## src/rtl/sram_1r1w_fifo_ctrl.sv

```systemverilog
// FIFO controller wrapped around a 0rw1r1w SRAM macro. A 2-entry output buffer
// hides the two-edge read latency, so the FIFO moves one word per cycle in and out.
module sram_1r1w_fifo_ctrl #(
  parameter int DATA_WIDTH = 22,
  parameter int ADDR_WIDTH = 4,
  parameter int DEPTH      = 1 << ADDR_WIDTH
) (
  input  logic                  clk,
  input  logic                  rst,
  input  logic                  in_valid,
  output logic                  in_ready,
  input  logic [DATA_WIDTH-1:0] in_data,
  output logic                  out_valid,
  input  logic                  out_ready,
  output logic [DATA_WIDTH-1:0] out_data,
  output logic [ADDR_WIDTH+1:0] count,
  output logic                  csb0,
  output logic [ADDR_WIDTH-1:0] addr0,
  output logic [DATA_WIDTH-1:0] din0,
  output logic                  csb1,
  output logic [ADDR_WIDTH-1:0] addr1,
  input  logic [DATA_WIDTH-1:0] dout1
);

  localparam logic [ADDR_WIDTH:0]   MEM_FULL = (ADDR_WIDTH+1)'(DEPTH);
  localparam logic [ADDR_WIDTH-1:0] LAST     = ADDR_WIDTH'(DEPTH - 1);

  logic [ADDR_WIDTH-1:0] wptr, rptr;
  logic [ADDR_WIDTH:0]   mem_cnt;
  logic                  rd_inflight;
  logic [DATA_WIDTH-1:0] obuf [2];
  logic [DATA_WIDTH-1:0] obuf_n [2];
  logic [1:0]            obuf_cnt, obuf_cnt_n;
  logic                  push, pop, issue;
  logic [2:0]            pending;

  assign in_ready  = !rst && (mem_cnt != MEM_FULL);
  assign push      = in_valid && in_ready;
  assign out_valid = !rst && (obuf_cnt != 2'd0);
  assign pop       = out_valid && out_ready;
  assign out_data  = obuf[0];

  // Buffer slots that will be occupied after this edge; a read is issued only if one stays free.
  assign pending = {1'b0, obuf_cnt} + {2'b00, rd_inflight} - {2'b00, pop};
  assign issue   = !rst && (mem_cnt != '0) && (pending < 3'd2);

  assign csb0  = !push;
  assign addr0 = wptr;
  assign din0  = in_data;
  assign csb1  = !issue;
  assign addr1 = rptr;

  assign count = rst ? '0 : ({1'b0, mem_cnt} + (ADDR_WIDTH+2)'(rd_inflight)
                             + (ADDR_WIDTH+2)'(obuf_cnt));

  // NOTE: every always_comb output gets a default first, otherwise a latch is inferred.
  always_comb begin
    obuf_n     = obuf;
    obuf_cnt_n = obuf_cnt;
    if (pop) begin
      obuf_n[0]  = obuf[1];
      obuf_cnt_n = obuf_cnt - 2'd1;
    end
    // Capture lands behind whatever survives the pop, preserving order.
    if (rd_inflight) begin
      obuf_n[obuf_cnt_n[0]] = dout1;
      obuf_cnt_n            = obuf_cnt_n + 2'd1;
    end
  end

  // NOTE: sequential state uses non-blocking assignments so every register sees pre-edge values.
  always_ff @(posedge clk) begin
    if (rst) begin
      wptr        <= '0;
      rptr        <= '0;
      mem_cnt     <= '0;
      rd_inflight <= 1'b0;
      obuf_cnt    <= 2'd0;
    end else begin
      if (push)  wptr <= (wptr == LAST) ? '0 : wptr + 1'b1;
      if (issue) rptr <= (rptr == LAST) ? '0 : rptr + 1'b1;
      case ({push, issue})
        2'b10:   mem_cnt <= mem_cnt + 1'b1;
        2'b01:   mem_cnt <= mem_cnt - 1'b1;
        default: mem_cnt <= mem_cnt;
      endcase
      rd_inflight <= issue;
      obuf_cnt    <= obuf_cnt_n;
    end
  end

  // NOTE: buffer storage has no reset; obuf_cnt alone decides which entries are meaningful.
  always_ff @(posedge clk) begin
    obuf <= obuf_n;
  end

endmodule
```

## config.mk

```make
export PLATFORM = sky130hd
export DESIGN_NAME = sram_1r1w_fifo_ctrl
export DESIGN_NICKNAME = d
export VERILOG_FILES = /design/src/rtl/sram_1r1w_fifo_ctrl.sv
export SDC_FILE = /design/constraint.sdc
export NUM_CORES = 1
export LEC_CHECK = 0
export CORE_UTILIZATION = 40
export DETAILED_ROUTE_END_ITERATION = 10
export HOLD_SLACK_MARGIN = 0.1
export PLACE_DENSITY = 0.74
export REMOVE_ABC_BUFFERS = 1
export SLEW_MARGIN = 20
export SYNTH_ARGS = -nofsm -noshare
export SYNTH_HDL_FRONTEND = slang
export SYNTH_SLANG_ARGS = --single-unit
```

## constraint.sdc

```tcl
create_clock -name clk -period 6.2 [get_ports clk]
set_clock_uncertainty 0.15 [all_clocks]
set_input_delay 1.24 -clock clk [delete_from_list [all_inputs] [get_ports clk]]
set_output_delay 1.24 -clock clk [all_outputs]
set_load 0.1 [all_outputs]
```

Word-level counts from Yosys, hierarchy flattened
Cells that the tools add are included.
{"block": "word_totals", "register_bits": 60, "out_inout_bits": 62, "wordCells": 50}
{"block": "op_classes", "n_addsub": 10, "order_cmp": 3, "eq_ne": 5, "muxes": 11, "bitwise": 1, "reduce_logical": 13}
{"operator": "44-bit bitwise mux", "count": 1}
{"operator": "22-bit two-way mux", "count": 2}
{"operator": "44-bit two-way mux", "count": 1}
{"operator": "22-bit demux with 1-bit select", "count": 1}
{"operator": "5-bit one-hot mux with 2 select lines", "count": 1}
{"operator": "4-bit by 1-bit adder with 4-bit output (second input constant)", "count": 2}
{"operator": "4-bit equality test (second input constant)", "count": 2}
{"operator": "4-bit two-way mux", "count": 2}
{"operator": "1-bit logical AND", "count": 7}
{"operator": "5-bit by 1-bit adder with 6-bit output", "count": 1}
{"operator": "6-bit by 2-bit adder with 6-bit output", "count": 1}
{"operator": "6-bit two-way mux", "count": 1}
{"operator": "5-bit by 1-bit adder with 5-bit output (second input constant)", "count": 1}
{"operator": "5-bit inequality test (second input constant)", "count": 1}
{"operator": "5-bit nonzero test", "count": 1}
{"operator": "5-bit by 1-bit subtractor with 5-bit output (second input constant)", "count": 1}
{"operator": "2-bit two-way mux", "count": 2}
{"operator": "2-bit nonzero test", "count": 2}
{"operator": "2-bit by 1-bit adder with 3-bit output", "count": 1}
{"operator": "1-bit zero test", "count": 3}
{"operator": "3-bit by 2-bit less-than comparator with 1-bit output (second input constant)", "count": 1}
{"operator": "3-bit by 1-bit subtractor with 3-bit output", "count": 1}
{"operator": "2-bit by 1-bit adder with 2-bit output (second input constant)", "count": 1}
{"operator": "2-bit by 1-bit equality test with 1-bit output (second input constant)", "count": 1}
{"operator": "5 further kinds", "count": 5}

Depth between registers and ports, before layout
Gate-level depths: netlist of run 1.
{"block": "logic_depth", "ltp_word": 11, "ltp_mapped": 17}

Worst setup path before layout of run 1
Ideal clock, no wire load.
{"block": "synth_timing", "kind": "in2reg", "startpoint": "input rst", "endpoint": "register mem_cnt[4]", "setup_time_ns": 0.070, "arrival_time_ns": 5.404, "required_ns": 5.980, "path_slack_ns": 0.576, "path_stages": 16, "cell_sequence": "buf_6 -> nor3b_2 -> buf_6 -> xnor2_1 -> ha_1 -> inv_1 -> fa_1 -> nor2b_1 -> o211ai_2 -> inv_2 -> ha_1 -> ha_1 -> a21oi_1 -> a21oi_1 -> or4_1 -> a21oi_1"}
{"block": "synth_via", "elab_chain_len": 8}
{"item": "start: declaration", "line": "9", "text": "input logic rst,"}
{"item": "1-bit zero test (*)", "line": "39, 45"}
{"item": "1-bit logical AND", "line": "39", "text": "assign out_valid = !rst && (obuf_cnt != 2'd0);"}
{"item": "1-bit logical AND", "line": "40", "text": "assign pop = out_valid && out_ready;"}
{"item": "3-bit by 1-bit subtractor with 3-bit output", "line": "44", "text": "assign pending = {1'b0, obuf_cnt} + {2'b00, rd_inflight} - {2'b00, pop};"}
{"item": "3-bit by 2-bit less-than comparator with 1-bit output", "line": "45", "text": "assign issue = !rst && (mem_cnt != '0) && (pending < 3'd2);"}
{"item": "1-bit logical AND (*)", "line": "45"}
{"item": "net issue", "line": "34", "text": "logic push, pop, issue;"}
{"item": "2-bit by 1-bit equality test with 1-bit output or 2-bit equality test (tied branches)", "line": "82", "text": "case ({push, issue})"}
{"item": "5-bit one-hot mux with 2 select lines or 2-bit nonzero test (tied branches)"}
{"item": "end signal: assignment", "line": "83", "text": "2'b10: mem_cnt <= mem_cnt + 1'b1;"}
{"item": "end signal: assignment", "line": "84", "text": "2'b01: mem_cnt <= mem_cnt - 1'b1;"}
{"item": "end signal: assignment", "line": "85", "text": "default: mem_cnt <= mem_cnt;"}
{"item": "end: declaration", "line": "29", "text": "logic [ADDR_WIDTH:0] mem_cnt;"}
The timed path passes the listed nets; every way through them passes the cells marked *.
A chain may end at the register's enable or synchronous reset.

Worst setup path in the final report of run 1
{"block": "layout_timing", "startpoint": "input rst", "endpoint": "output csb1"}
{"block": "layout_via", "elab_chain_len": 7}
{"item": "1-bit zero test (*)", "line": "39, 45"}
{"item": "1-bit logical AND", "line": "39"}
{"item": "1-bit logical AND", "line": "40"}
{"item": "3-bit by 1-bit subtractor with 3-bit output", "line": "44"}
{"item": "3-bit by 2-bit less-than comparator with 1-bit output", "line": "45"}
{"item": "1-bit logical AND (*)", "line": "45"}
{"item": "1-bit zero test (*)", "line": "50", "text": "assign csb1 = !issue;"}
{"item": "end: declaration", "line": "20", "text": "output logic csb1,"}
Mark *: on every way between the ends. The rest lies on a longest branch, timed or not.

==> results of run 1 <==
==> cell usage after synthesis (4+ instances only) <==
cell / instances
buf_4: 44
dfxtp_1: 38
edfxtp_1: 22
mux2_2: 22
mux2_4: 20
nand2_1: 12
nor2_1: 12
a21oi_1: 11
inv_1: 10
ha_1: 9
buf_6: 5
clkbuf_1: 5
fa_1: 4
nor2b_1: 4
xor2_1: 4
==> cell type report <==
cell class	instances	share of cell area [%]
sequential	60	38.1
clock inverter	7	1.37
timing repair buffer	69	18.0
tap	102	3.42
multi-input combinational	142	34.6
inverter	12	1.21
clock buffer	9	3.32
==> metrics by stage <==
stage                     setup slack (ns)  std cells  utilization [%]  instance area (sq um)
after floorplan                     -0.161        214                -                   2750
after global placement                1.13        385             46.3                   3560
after detailed placement             0.986        385             46.3                   3560
after CTS                             1.20        401             48.5                   3730
after global routing                  1.12        401             48.5                   3730
final                                 1.25        401             48.5                   3730
==> metal layers <==
metal / vias to the layer above / wire [um] / GRT usage (%)
met5: - / 0 / 0
met2: 61 / 2670 / 22.7
met3: 13 / 373 / 5.39
li1: 945 / - / -
met4: 0 / 163 / 8.07
met1: 925 / 2710 / 18.9
==> cell families after synthesis <==
group           synth area share (%)
fa+ha+maj                       6.09
xor+xnor                        1.94
simple gates                    7.91
mux                             19.0
flops                           45.0
compound gates                  5.70
buf+inv                         14.4
==> worst max path at each step <==
stage                      end  slack [ns]  startpoint  cells after the start
CTS                       csb1        1.20         rst                      8
detailed placement  mem_cnt[4]        0.99         rst                     14
global route              csb1        1.12         rst                      8
finish                    csb1        1.25         rst                      8
floorplan           mem_cnt[4]       -0.16         rst                     14
global placement    mem_cnt[4]        1.13         rst                     14
==> worst register-to-register path, delay by kind of cell (launching register included) <==
family	cells	cell delay (ns)
and+or+nand+nor	4	1.03
DFF	1	0.47
buffers and inverters	3	0.62
adders and majority gates	4	1.29
AOI/OAI and AO/OA	4	0.62
==> results.cfg, run 1 <==
[worst_setup_path]
critPathBufInv = 3
critical_path.max_fanout = 27
crit_required_ns = 4.81
worstPathCellList = clkdlybuf4s50_1, nor3b_4, buf_4, and2_1, fa_1, nor2b_1, o211ai_2, buf_12
reg2reg_to = mem_cnt[4]
timing.rr.start = obuf_cnt[1]
max_stage_delay_ns = 0.50
cp.arrival_ns = 3.56
cp-end-kind = output port
cp_slowest_cell = clkdlybuf4s50_1
rrSetupSlack_ns = 1.96
critPathKind = primary input to output port
r2r_cells = 15
cp_top_family = buffers and inverters
critPathLaunchType = primary input

[routing]
wl_um = 5920
routedWlPerCell_um = 14.8
drtIter0Drc = 104
via_count = 1944
ant_nets = 0
dr.pass1.iters = 5
vias_per_cell = 4.85
drc_errors = 0

[layout]
nFillCells = 708
final_cell_mix = clkdlybuf4s50_1, dfxtp_1, mux2_2, edfxtp_1, mux2_4
final_common_cell = clkdlybuf4s50_1
layout.nets = 355
regArea_sq_mm = 0.00142
syn2layout_area_growth_pct = 18.0
diodes = 0
multiInputGateArea_sq_mm = 0.00129
drive_gt1_share_pct = 25.8

[die]
die_width_um = 90.9
die_area_sq_mm = 0.00826
io_pins = 110
initial_core_util_pct = 41.1
core_sq_mm = 0.00769
rows = 32
die_h_um = 90.9

[clocking]
cts_root_buf = clkbuf_8
post_cts_resized = 0
cts_tree = yes
cts_buffer_depth = 2
clkLatencyLatePin_ns = 0.34
cts_htree_levels = 3
path_clk_slew_ns = 0.07
cts_buffers = 9
post_cts_buffers = 0
cts.sinks = 60
postCtsHoldBufs = 0

[timing]
setup_tns_ns = 0
fin_crit_ns = 4.95
final-setup-viol-count = 0
fin_crit_sh_pct = 79.8
slew_headroom_pct = 32.9
whs_ns = 0.385
hold_viol = 0
drv_slew = 0
fmax_ghz = 0.202
tightest_slew_ns = 1.00
rsz0062_at_grt = no

[flow_run]
max_cap_violations = 0

[logic_synthesis]
synth_cells = 269
yosysTopAreaCell = dfxtp_1
syn_area_sq_mm = 0.00316
synth-seq-area-share_pct = 45.0
post_synth.cell_area_avg_sq_um = 11.8
synth_area_leaders = dfxtp_1, edfxtp_1, buf_4, mux2_4, mux2_2
yosysWarnings = 0
ys_types = 43
synth-edff-count = 22
ys_seq_elements = 60
synth_top_area_share_pct = 24.1
ys_async_sr_fraction_pct = 0
yosys_most_used_dff = dfxtp_1

[global_routing]
grt_remaining_overflow = 0
grt_pass1_vias = 1965
grt_max_degree = 28
grt_pass1_wl_um = 9560
antenna_found_initial = 0
grt_use_total_pct = 15.1

[worst_hold_path]
min_path_type = register to register
hold_path_end = addr0[1]
holdCritStartpoint = addr0[1]
whs_path_depth = 2

[placed_design]
port_buffers = 65
gp_congestion = 0.822
hpwl_um = 4030

[outcome]
status = complete, no violations
Power of run 1 is not shown: default switching activity piles up to over one toggle a cycle in this logic, so the estimate is an artifact.
==> run 2: changes to the inputs <==
- clock period: 6.2 -> 5.1 ns (I/O delays scaled with it)
==> run 2 against run 1 <==
Net effect:
- register-to-register slack worse by 0.92 ns
- global-route usage down 0.44 points
- wire length decreased by 1.7%
- non-clock buffer count grew 1
- setup slack got worse by 0.62 ns
- count of clock-buffer cells in the layout unchanged
- first-iteration DRC count shrank 38%
- hold slack lost 0.013 ns
- highest routed layer unchanged
==> results.cfg, run 2 (synthesized netlist as in run 1, its figures left out) <==
[placed_design]
placed_area_sq_mm = 0.00356
gp_congestion = 0.809
port_buffers = 65
hpwl_um = 4020

[clocking]
cts_buffer_depth = 2
post_cts_resized = 0
cts_root_buf = clkbuf_8
cts_buffers = 9
cts_tree = yes
path_clk_slew_ns = 0.07
clkLatencyLatePin_ns = 0.33
postCtsHoldBufs = 0
cts.sinks = 60
cts_htree_levels = 3
post_cts_buffers = 0

[routing]
drtIter0Drc = 65
routedWlPerCell_um = 14.5
ant_nets = 0
via_count = 1902
dr.pass1.iters = 4
wl_um = 5820
drc_errors = 0
vias_per_cell = 4.73

[die]
rows = 32
die_h_um = 90.9
initial_core_util_pct = 41.1
die_area_sq_mm = 0.00826
die_width_um = 90.9
core_sq_mm = 0.00769
io_pins = 110

[global_routing]
grt_use_total_pct = 14.7
gr-usage-met2_pct = 21.0
antenna_found_initial = 0
grt_pass1_vias = 1856
busiest_layer = met2
use_met3_pct = 5.72
grt_max_degree = 28
grt_pass1_wl_um = 9290
use_met1_pct = 19.1
grt_remaining_overflow = 0

[layout]
final_common_cell = clkdlybuf4s50_1
drive_gt1_share_pct = 26.3
final_design_area_no_fill_sq_mm = 0.00376
layout.nets = 356
final_cell_mix = clkdlybuf4s50_1, dfxtp_1, mux2_2, edfxtp_1, mux2_4
diodes = 0
syn2layout_area_growth_pct = 18.9

[timing]
tightest_slew_ns = 0.999
final-setup-viol-count = 0
fin_crit_sh_pct = 87.5
fin_crit_ns = 4.46
fmax_ghz = 0.224
rsz0062_at_grt = no
hold_viol = 0
slew_headroom_pct = 33.2
whs_ns = 0.371
setup_tns_ns = 0
drv_slew = 0

[worst_setup_path]
cp.arrival_ns = 3.29
crit_required_ns = 3.93
critical_path.max_fanout = 6
critPathKind = primary input to output port
cp-end-kind = output port
r2r_cells = 16
critPathLaunchType = primary input

[worst_hold_path]
whs_path_depth = 1
min_path_type = register to register

[flow_run]
max_cap_violations = 0

[outcome]
status = complete, no violations
run 2: worst paths after layout:
kind,startpoint,end,slack [ns]
max,rst,csb1,0.64
min reg2reg,addr1[2],addr1[2],0.37
min,addr1[2],addr1[2],0.37
max reg2reg,obuf_cnt[1],mem_cnt[4],1.04
run 2: stage by stage:
step           instances  setup slack (ns)  util (%)
2_1_floorplan        214             -1.04         -
3_3_place_gp         386             0.458      46.3
3_5_place_dp         386             0.324      46.3
4_1_cts              402             0.596      48.9
5_1_grt              402             0.412      48.9
6_report             402             0.638      48.9
run 2: routing by layer:
metal / vias up / share of wire (%)
met1: 892 / 47
li1: 943 / -
met2: 57 / 44
met4: 0 / 2.1
met5: - / 0
met3: 10 / 6.1
run 2: critical path, stage by stage:
cell and delay, ns:
clkdlybuf4s50_1 0.48, nor3b_4 0.26, xnor2_1 0.17, ha_1 0.20, inv_1 0.06, fa_1 0.48, nor2b_1 0.16, o211ai_2 0.12
buf_4 0.18, buf_12 0.16
run 2: area by class of cell:
cell class                      instances  area, sq um
Tap cell                              102          128
Clock inverter                          7         75.1
Sequential cell                        60         1420
Multi-Input combinational cell        142         1290
Timing Repair Buffer                   70          676
Clock buffer                            9          124
Fill cell                             713         3930
Inverter                               12         45.0
Power of run 2 is left out for the same reason.
==> run 3: changes to the inputs <==
- REMOVE_ABC_BUFFERS: 1 -> default
==> run 3 against run 2 <==
Net effect:
- die area is the same
- first-iteration DRC count rose by 32%
- cell count is the same
- non-clock buffer count is the same
- setup slack lost 0.068 ns
- critical path depth is the same
- global-route usage about the same
- register-to-register slack got worse by 0.12 ns
- sequential cell count stayed put
- core utilization increased by 0.20 points
- via count increased by 3.3%
- sequential share of layout area down 0.15 points
==> results.cfg, run 3 (synthesized netlist as in run 1, its figures left out) <==
[clocking]
cts_buffers = 9
cts_htree_levels = 3
cts_root_buf = clkbuf_8
postCtsHoldBufs = 0
cts.sinks = 60
cts_tree = yes
post_cts_resized = 0
post_cts_buffers = 0
cts_buffer_depth = 2
clkLatencyLatePin_ns = 0.34
path_clk_slew_ns = 0.06

[die]
rows = 32
die_width_um = 90.9
die_h_um = 90.9
die_area_sq_mm = 0.00826
core_sq_mm = 0.00769
io_pins = 110
initial_core_util_pct = 41.1

[routing]
via_count = 1964
routedWlPerCell_um = 14.1
dr.pass1.iters = 4
drc_errors = 0
ant_nets = 0
vias_per_cell = 4.89
wl_um = 5660
drtIter0Drc = 86

[global_routing]
grt_use_total_pct = 14.7
grt_pass1_wl_um = 9460
grt_remaining_overflow = 0
grt_pass1_vias = 1991
grt_max_degree = 28
antenna_found_initial = 0

[layout]
final_cell_mix = clkdlybuf4s50_1, dfxtp_1, mux2_2, edfxtp_1, mux2_4
syn2layout_area_growth_pct = 19.4
regArea_sq_mm = 0.00142
multiInputGateArea_sq_mm = 0.00130
drive_gt1_share_pct = 26.3
final_design_area_no_fill_sq_mm = 0.00377
diodes = 0
nFillCells = 696
final_common_cell = clkdlybuf4s50_1
layout.nets = 356

[worst_setup_path]
cp-end-kind = output port
critical_path.max_fanout = 6
critPathLaunchType = primary input
cp.arrival_ns = 3.36
crit_required_ns = 3.93
critPathKind = primary input to output port

[timing]
final-setup-viol-count = 0
drv_slew = 0
hold_viol = 0
tightest_slew_ns = 1.02
fmax_ghz = 0.221
fin_crit_sh_pct = 88.8
setup_tns_ns = 0
slew_headroom_pct = 31.9
fin_crit_ns = 4.53
rsz0062_at_grt = no

[placed_design]
gp_congestion = 0.830
placed_area_sq_mm = 0.00357
port_buffers = 65
hpwl_um = 3790

[logic_synthesis]
syn_nets = 330

[flow_run]
max_cap_violations = 0

[worst_hold_path]
min_path_type = register to register

[outcome]
status = complete, no violations
## run 3: cell type report
class / instances / share of cell area (%)
Clock buffer: 12 / 4.11
Sequential cell: 60 / 37.7
Timing Repair Buffer: 70 / 17.9
Tap cell: 102 / 3.38
Multi-Input combinational cell: 142 / 34.5
Inverter: 12 / 1.19
Clock inverter: 4 / 1.26
## run 3: path summary, 6_finish.rpt
path,depth (start not counted),start,end,slack (ns)
worst min register to register,1,addr1[2],addr1[2],0.37
worst max register to register,16,obuf_cnt[1],mem_cnt[4],0.92
worst max-delay path,10,rst,csb1,0.57
worst min-delay path,1,addr1[2],addr1[2],0.37
## run 3: stage by stage
stage / std cells / setup slack [ns] / util (%) / hold WS, ns
detailed placement: 386 / 0.273 / 46.5 / 0.352
global route: 402 / 0.373 / 49.1 / 0.392
floorplan: 269 / 0.170 / - / 0.372
CTS: 402 / 0.567 / 49.1 / 0.367
global placement: 386 / 0.413 / 46.5 / 0.352
finish: 402 / 0.569 / 49.1 / 0.367
## run 3: layer usage
| metal | wire length, um | track usage [%] | up-vias |
|---|---|---|---|
| met2 | 2560 | 23.5 | 72 |
| met5 | 0 | 0 | - |
| met4 | 100 | 7.80 | 0 |
| li1 | - | - | 939 |
| met3 | 386 | 4.63 | 15 |
| met1 | 2610 | 17.6 | 938 |
## run 3: worst max-delay path, cell delays in order
cell             delay, ns
clkdlybuf4s50_1       0.48
nor3b_4               0.26
xnor2_1               0.17
ha_2                  0.22
inv_1                 0.05
fa_1                  0.47
nor2b_1               0.22
o211ai_4              0.11
buf_4                 0.18
buf_12                0.16
Power of run 3 is left out for the same reason.
